$ cat src/rtl/pace_pkg.sv
// Shared types and constants for the PACE feed-path controllers.
package pace_pkg;

    localparam int unsigned PACE_NUM_STREAMS = 2;
    localparam int unsigned PACE_CNT_WIDTH   = 16;

    typedef enum logic [1:0] {
        IDLE  = 2'd0,
        RUN   = 2'd1,
        DRAIN = 2'd2,
        DONE  = 2'd3
    } pace_feed_state_e;

    typedef struct packed {
        logic [PACE_CNT_WIDTH-1:0] len;
    } pace_feed_cfg_t;

endpackage

$ cat src/rtl/pace_credit_cnt.sv
// Saturating up/down credit counter; an increment and a decrement in the
// same cycle cancel. Reusable for any credit window starting full.
module pace_credit_cnt #(
    parameter int unsigned Max   = 2,
    parameter int unsigned Width = $clog2(Max + 1)
) (
    input  logic             clk,
    input  logic             rst_n,
    input  logic             srst,
    input  logic             inc,
    input  logic             dec,
    output logic [Width-1:0] count
);

    localparam logic [Width-1:0] MaxVal  = Width'(Max);
    localparam logic [Width-1:0] ZeroVal = {Width{1'b0}};
    localparam logic [Width-1:0] OneVal  = Width'(1'b1);

    logic [Width-1:0] count_r;
    logic [Width-1:0] count_s;

    // Next count: single events move by one and stop at either bound.
    always_comb begin
        count_s = count_r;
        if (inc && !dec) begin
            if (count_r != MaxVal) begin
                count_s = count_r + OneVal;
            end else begin
                count_s = count_r;
            end
        end else if (dec && !inc) begin
            if (count_r != ZeroVal) begin
                count_s = count_r - OneVal;
            end else begin
                count_s = count_r;
            end
        end else begin
            count_s = count_r;
        end
    end

    // Count register; both resets refill the window.
    always_ff @(posedge clk or negedge rst_n) begin
        if (!rst_n) begin
            count_r <= MaxVal;
        end else if (srst) begin
            count_r <= MaxVal;
        end else begin
            count_r <= count_s;
        end
    end

    assign count = count_r;

endmodule

$ cat src/rtl/pace_feed_ctrl_chk.sv
// Property checker for pace_feed_ctrl: credit window bounds and beats
// offered while no job is active.
module pace_feed_ctrl_chk #(
    parameter int unsigned MaxOutstanding = 2,
    parameter int unsigned CredWidth      = $clog2(MaxOutstanding + 1)
) (
    input logic                 clk,
    input logic                 rst_n,
    input logic [CredWidth-1:0] credits,
    input logic                 cred_inc,
    input logic                 cred_dec,
    input logic                 beat_offered,
    input logic                 busy
);

    localparam logic [CredWidth-1:0] CredMax  = CredWidth'(MaxOutstanding);
    localparam logic [CredWidth-1:0] CredZero = {CredWidth{1'b0}};

    credit_range_a: assert property (@(posedge clk) disable iff (!rst_n)
        credits <= CredMax);

    credit_underflow_a: assert property (@(posedge clk) disable iff (!rst_n)
        !(cred_dec && !cred_inc && (credits == CredZero)));

    credit_overflow_a: assert property (@(posedge clk) disable iff (!rst_n)
        !(cred_inc && !cred_dec && (credits == CredMax)));

    beat_outside_job_a: assert property (@(posedge clk) disable iff (!rst_n)
        !(beat_offered && !busy));

endmodule

$ cat src/rtl/pace_feed_ctrl.sv
// Sequencing controller for the PACE wide-input feed path: credit-bounded
// word fetch requests, narrow-beat accounting and job-complete pulse.
module pace_feed_ctrl
    import pace_pkg::*;
#(
    parameter int unsigned NumStreams     = PACE_NUM_STREAMS,
    parameter int unsigned CntWidth       = PACE_CNT_WIDTH,
    parameter int unsigned MaxOutstanding = 2
) (
    input  logic                          clk_i,
    input  logic                          rst_ni,
    input  logic                          clear_i,
    input  logic                          start_i,
    input  logic [CntWidth-1:0]           len_i,
    input  logic                          pause_i,
    output logic                          busy_o,
    output logic                          done_o,
    output logic                          req_valid_o,
    input  logic                          req_ready_i,
    input  logic                          beat_valid_i,
    input  logic                          beat_ready_i,
    output logic                          enable_o,
    output logic                          beat_last_o,
    output logic [$clog2(NumStreams)-1:0] beat_idx_o
);

    localparam int unsigned IdxWidth  = $clog2(NumStreams);
    localparam int unsigned BeatWidth = CntWidth + IdxWidth;
    localparam int unsigned CredWidth = $clog2(MaxOutstanding + 1);

    localparam logic [IdxWidth-1:0]  LastIdx   = IdxWidth'(NumStreams - 1);
    localparam logic [CntWidth-1:0]  CntZero   = {CntWidth{1'b0}};
    localparam logic [CntWidth-1:0]  CntOne    = CntWidth'(1'b1);
    localparam logic [BeatWidth-1:0] BeatZero  = {BeatWidth{1'b0}};
    localparam logic [BeatWidth-1:0] BeatOne   = BeatWidth'(1'b1);
    localparam logic [CredWidth-1:0] CredZero  = {CredWidth{1'b0}};

    pace_feed_state_e       state_r;
    pace_feed_state_e       state_s;
    pace_feed_cfg_t         cfg_r;
    logic [CntWidth-1:0]    len_s;
    logic [CntWidth-1:0]    req_cnt_r;
    logic [BeatWidth-1:0]   beat_cnt_r;
    logic [BeatWidth-1:0]   beat_total_s;
    logic [CredWidth-1:0]   credits_s;
    logic                   busy_s;
    logic                   start_ok_s;
    logic                   req_valid_s;
    logic                   req_fire_s;
    logic                   last_req_s;
    logic                   enable_s;
    logic                   beat_fire_s;
    logic                   last_beat_s;
    logic                   word_done_s;

    assign len_s        = CntWidth'(cfg_r.len);
    // NumStreams is a power of two, so the job's beat total is a shift.
    assign beat_total_s = {len_s, {IdxWidth{1'b0}}};

    assign busy_s      = (state_r == RUN) || (state_r == DRAIN);
    assign start_ok_s  = (state_r == IDLE) && start_i;
    assign req_valid_s = (state_r == RUN) && (req_cnt_r < len_s) && (credits_s != CredZero);
    assign req_fire_s  = req_valid_s && req_ready_i;
    assign last_req_s  = (req_cnt_r == (len_s - CntOne));
    assign enable_s    = busy_s && !pause_i;
    assign beat_fire_s = beat_valid_i && beat_ready_i && enable_s;
    assign last_beat_s = (beat_cnt_r == (beat_total_s - BeatOne));
    assign word_done_s = beat_fire_s && (beat_cnt_r[IdxWidth-1:0] == LastIdx);

    // Next-state decode for the job sequencer.
    always_comb begin
        state_s = state_r;
        case (state_r)
            IDLE: begin
                if (start_i) begin
                    if (len_i != CntZero) begin
                        state_s = RUN;
                    end else begin
                        state_s = DONE;
                    end
                end else begin
                    state_s = IDLE;
                end
            end
            RUN: begin
                if (req_fire_s && last_req_s) begin
                    state_s = DRAIN;
                end else begin
                    state_s = RUN;
                end
            end
            DRAIN: begin
                if (beat_fire_s && last_beat_s) begin
                    state_s = DONE;
                end else begin
                    state_s = DRAIN;
                end
            end
            DONE: begin
                state_s = IDLE;
            end
            default: begin
                state_s = IDLE;
            end
        endcase
    end

    // State register; soft clear aborts any job straight back to IDLE.
    always_ff @(posedge clk_i or negedge rst_ni) begin
        if (!rst_ni) begin
            state_r <= IDLE;
        end else if (clear_i) begin
            state_r <= IDLE;
        end else begin
            state_r <= state_s;
        end
    end

    // Job length latch plus request and beat counters.
    always_ff @(posedge clk_i or negedge rst_ni) begin
        if (!rst_ni) begin
            cfg_r      <= '{len: {PACE_CNT_WIDTH{1'b0}}};
            req_cnt_r  <= CntZero;
            beat_cnt_r <= BeatZero;
        end else if (clear_i) begin
            cfg_r      <= '{len: {PACE_CNT_WIDTH{1'b0}}};
            req_cnt_r  <= CntZero;
            beat_cnt_r <= BeatZero;
        end else if (start_ok_s) begin
            cfg_r.len  <= PACE_CNT_WIDTH'(len_i);
            req_cnt_r  <= CntZero;
            beat_cnt_r <= BeatZero;
        end else begin
            if (req_fire_s) begin
                req_cnt_r <= req_cnt_r + CntOne;
            end
            if (beat_fire_s) begin
                beat_cnt_r <= beat_cnt_r + BeatOne;
            end
        end
    end

    pace_credit_cnt #(
        .Max   (MaxOutstanding),
        .Width (CredWidth)
    ) u_credits (
        .clk   (clk_i),
        .rst_n (rst_ni),
        .srst  (clear_i),
        .inc   (word_done_s),
        .dec   (req_fire_s),
        .count (credits_s)
    );

    pace_feed_ctrl_chk #(
        .MaxOutstanding (MaxOutstanding),
        .CredWidth      (CredWidth)
    ) u_chk (
        .clk          (clk_i),
        .rst_n        (rst_ni),
        .credits      (credits_s),
        .cred_inc     (word_done_s),
        .cred_dec     (req_fire_s),
        .beat_offered (beat_valid_i && beat_ready_i),
        .busy         (busy_s)
    );

    assign busy_o      = busy_s;
    assign done_o      = (state_r == DONE);
    assign req_valid_o = req_valid_s;
    assign enable_o    = enable_s;
    assign beat_last_o = busy_s && last_beat_s;
    assign beat_idx_o  = beat_cnt_r[IdxWidth-1:0];

endmodule
$ cat config.mk
export PLATFORM = sky130hd
export DESIGN_NAME = pace_feed_ctrl
export DESIGN_NICKNAME = d
export VERILOG_FILES = /design/src/rtl/pace_pkg.sv /design/src/rtl/pace_credit_cnt.sv /design/src/rtl/pace_feed_ctrl_chk.sv /design/src/rtl/pace_feed_ctrl.sv
export SDC_FILE = /design/constraint.sdc
export NUM_CORES = 1
export LEC_CHECK = 0
export CAP_MARGIN = 30
export CORE_MARGIN = 5
export CORE_UTILIZATION = 64
export DETAILED_ROUTE_END_ITERATION = 8
export PLACE_DENSITY_LB_ADDON = 0.25
export SYNTH_ARGS = -nofsm -noshare
export SYNTH_HDL_FRONTEND = slang
export SYNTH_SLANG_ARGS = --single-unit
$ cat constraint.sdc
create_clock -name clk_i -period 4.2 [get_ports clk_i]
set_input_delay 0.42 -clock clk_i [delete_from_list [all_inputs] [get_ports clk_i]]
set_output_delay 0.42 -clock clk_i [all_outputs]
set_load 0.02 [all_outputs]
==> results.md <==
- The final critical-path required period is 4020 ps.
- The accumulated negative setup slack is 0 ps.
- The weighted congestion reported at the end of routability-driven placement is 1.00.
- The placeable core region is 6030 sq um.
- Input and output buffers added on the ports amount to 29.
- The synthesized design devotes to its leading area cell type 32.4% of total area.
- The wire length per cell is 17.5 um.
- The final count of pins violating max slew is 0.
- The first detailed-routing pass ran for 6 iterations.
- The tool flagged a number of max-cap violations equal to 0.
- The width of the die is 89.2 um.
- The count of unresolved DRC violations after routing is 0.
- The portion of total power attributed to combinational logic is 29.8%.
- The area growth from synthesis to layout is 9.45%.
- The maximum count of clock buffers along a single path is 2.
- The flip-flop cell with the highest count after synthesis is dfrtp_1.
- The count of hold buffers inserted by post-cts repair is 0.
- The total count of hold-check failures in the final report came to 0.
- The run finished with clean final reports.
- The share of synthesized cell area in full adder, half adder and majority cells is 7.48%.
- The number of antenna cells inserted is 0.
- The fraction of synthesized area in multiplexers is 0.499%.
- For the worst-skew pair, the clock arrives at the later sink with an insertion delay of 300 ps.
- In this run, the number of DRC markers left after iteration 0 of detailed routing was 359.
- The routed layout has 3563 vias.
- The worst setup path is captured at an output port.
- The maximum vdd drop is 192 uV.
- The instance area at placement is 4310 sq um.
- The clock arrives with 7.54 ps of skew.
- In this run, the clock network consumes 23.6% of the power.
- CTS placed an instance of clkbuf_8 at the clock tree root.
- The CTS tree is built.
- The first-pass GRT wire length is 16300 um.
- The achievable clock frequency is 0.249 GHz.
- The y dimension of the die is 89.2 um.
- The number of nets handed over by synthesis was 523.
- Clock tree synthesis found a total of 53 sinks.
- Entering global routing, the biggest net connects 54 pins.
- The worst setup margin is 177 ps.
- After synthesis the netlist holds a flip-flop and latch count of 53.
- The total routing usage reported by global routing is 26.7%.
- The largest family of logic cells by synthesized area is simple AND/OR/NAND/NOR gates.
- The number of instances in the synthesized netlist is 475.
- Along the worst path, the maximum fanout reaches 7.
- The top cell type by total area after synthesis is dfrtp_1.
- The sum of buffers and inverters on the critical path is 2.
- The number of placement rows is 28.
- Internal power comes to 813 uW.
- The area of all sequential standard cells is 1330 sq um.
- The aggregate global routing overflow is 0.
- The remaining max-slew budget at the tightest pin is 46.8%.
- Net switching is 32.7% of the power.
- The total area of multi-input combinational cells is 2490 sq um.
- Across all register-to-register paths, the minimum setup slack is 830 ps.
- Post-CTS repair changed the size of 0 cells.
- In this run, synthesis inferred 0 flip-flops with an integrated enable.
- The non-filler instance count after layout is 564.
- Yosys attributes the largest share of cell area to dfrtp_1 32%, ha_1 7.5%, xnor2_1 6.3%.
- The final critical path takes up 95.8% of the cycle.
- In this run the remaining antenna-violating nets after routing total 0.
- OpenSTA, run right after detailed placement, puts the worst setup slack at 556 ps.
- The kind of cell with the highest combined delay on the critical path is compound AO/OA/AOI/OAI gates.
- The synthesized netlist contains 57 unique library cells.
- Fill cells in the final layout number 445.
- Data on the critical path arrives at its endpoint at 3600 ps.
- The cell depth of the worst flop-to-flop path is 8.
- In this run the number of H-tree levels came out at 2.
- The mapped netlist covers 4010 sq um.
- Setup repair after global routing left no endpoint under its margin.
- The final net count is 537.
- In this run the critical register-to-register path is captured at state_r[0].
- The tightest min-delay check is of the in -> async type.
- Once the clock tree was built, the setup fixing pass inserted 0 buffers.
- On the worst path, the slowest cell contributes a delay of 630 ps.
- The post-detailed-routing wire length is 9840 um.
- The die area is 7950 sq um.
- The initial antenna violation count came to 0.
- The clock-pin slew on the worst setup and hold paths is 80 ps.
- The count of endpoints failing setup in the final report is 0.
- The average cell area after synthesis is 8.45 sq um.
- The total power after layout is 1.21 mW.
- In this run the count of I/O pins placed on the die edge is 30.
- The kind of start point of the critical path is a flop.
- The critical path class is reg -> out.
- Summing the areas of all compound-gate instances in the mapped netlist gives 14.5% of the synthesized area.
- At the pin with the least slew margin, the transition time is 786 ps.
- The cell count after placement is 557.
- The leading cell type in the layout, fill and taps excluded is nand2_1.
- After synthesis, the share of flip-flops with an asynchronous set or reset is 100%.
- The total of warnings raised by yosys is 0.
- The half-perimeter wire length after placement is 7700 um.
- Summing the areas of all and, or, nand and nor instances in the mapped netlist gives 26.5% of the synthesized area.
- The power density over the cells is 275 nW/um^2.
- The initial cell density of the core is 66.6%.
- The analysis attributes to cell leakage a power of 1.81 nW.
- The startpoint of the lowest-slack register-to-register path is cfg_r[5].
- The number of global-route vias before repair came to 3307.
- The fraction of power consumed by sequential logic is 46.7%.
- The critical path goes through inv_1 -> ha_1 -> nor3b_2 -> a21oi_1 -> a2111oi_0 -> o2111ai_1 -> a2111o_1 -> nor3_1 -> clkdlybuf4s50_1.
- Of the cells placed in the final design, the portion with a size suffix greater than 1 is 4.50%.
- After routing the design area is 4390 sq um.
- The area share of xor/xnor cells in the synthesized design is 12.9%.
- The required time at the endpoint of the critical path is 3780 ps.
- The library cells used most frequently in the layout, excluding fill and tap cells, are 57 x nand2_1, 52 x dfrtp_1, 44 x a21oi_1.
- Using the TritonRoute via totals, the vias-per-cell ratio works out to 6.32.
- For this design, the slowest cell found on the critical path is clkdlybuf4s50_1.
- Clock tree synthesis inserted a total of 5 buffers.
- The sequential fraction of the synthesis area is 33.1%.
- For this design the total switching power over the nets is 395 uW.
-- per-layer routing --
layer / GRT usage (%) / share of wire [%]
met5: 0 / 0
met4: 5.95 / 1.2
met3: 4.33 / 6.1
met2: 44.4 / 49
met1: 36.9 / 44
-- cell type report --
type,instances,area share (%)
clock buffers,7,1.97
repair buffers,32,7.01
inverters,24,2.05
well taps,75,2.14
multi-input cells,373,56.6
flip-flops and latches,53,30.2
-- kinds of logic (layout without fill, tap and decap cells) --
logic type	Yosys count	in the layout
compound gates	96	96
xor+xnor	56	56
fa+ha+maj	24	24
buf+inv	49	63
flops	53	53
mux	2	2
simple gates	195	195
-- sequential cells by signal, summed over array words and instances (netlist names) --
signal           flops
u_credits.count      2
state_r              2
beat_cnt_r          17
req_cnt_r           16
cfg_r               16
-- cells in the mapped netlist (2+ instances only) --
cell and number:
nand2_1 57, and2_1 5, ha_1 24, clkbuf_1 20, nor2_1 28, nor3_2 2, dfrtp_1 52, nor4_1 6
o2111ai_1 3, inv_1 24, nand4_1 15, o21ai_0 22, buf_2 3, and3_1 6, and4_1 4, or3_1 17
nand2b_1 2, xnor2_1 29, o211ai_1 3, a31oi_1 2, a21oi_1 44, a2111oi_0 3, xor2_1 25, a211oi_1 2
xnor3_1 2, nor3_1 11, a21o_1 4, nand3b_1 4, nor2b_1 7, nand3_1 21, mux2i_1 2
-- worst max-delay path by stage --
stage             start     endpoint  depth (start not counted)
5_1_grt        cfg_r[0]  beat_last_o                          9
3_5_place_dp   cfg_r[0]  beat_last_o                          9
6_report       cfg_r[0]  beat_last_o                          9
2_1_floorplan  cfg_r[0]  beat_last_o                          8
4_1_cts        cfg_r[0]  beat_last_o                          9
3_3_place_gp   cfg_r[0]  beat_last_o                          9
-- through the flow --
| stage | hold WS, ps | util (%) |
|---|---|---|
| after floorplan | 124 | - |
| after global routing | 283 | 72.9 |
| after global placement | 542 | 71.4 |
| after CTS | 253 | 72.9 |
| final | 231 | 72.9 |
| after detailed placement | 569 | 71.4 |
-- power by group through the flow --
stage	combinational (mW)	clock [mW]	sequential [mW]
floorplan	0.271	0	0.551
global placement	0.344	0	0.571
detailed placement	0.354	0	0.573
CTS	0.357	0.290	0.563
global route	0.394	0.317	0.567
finish	0.360	0.284	0.563
(Power assumes the default switching activity.)
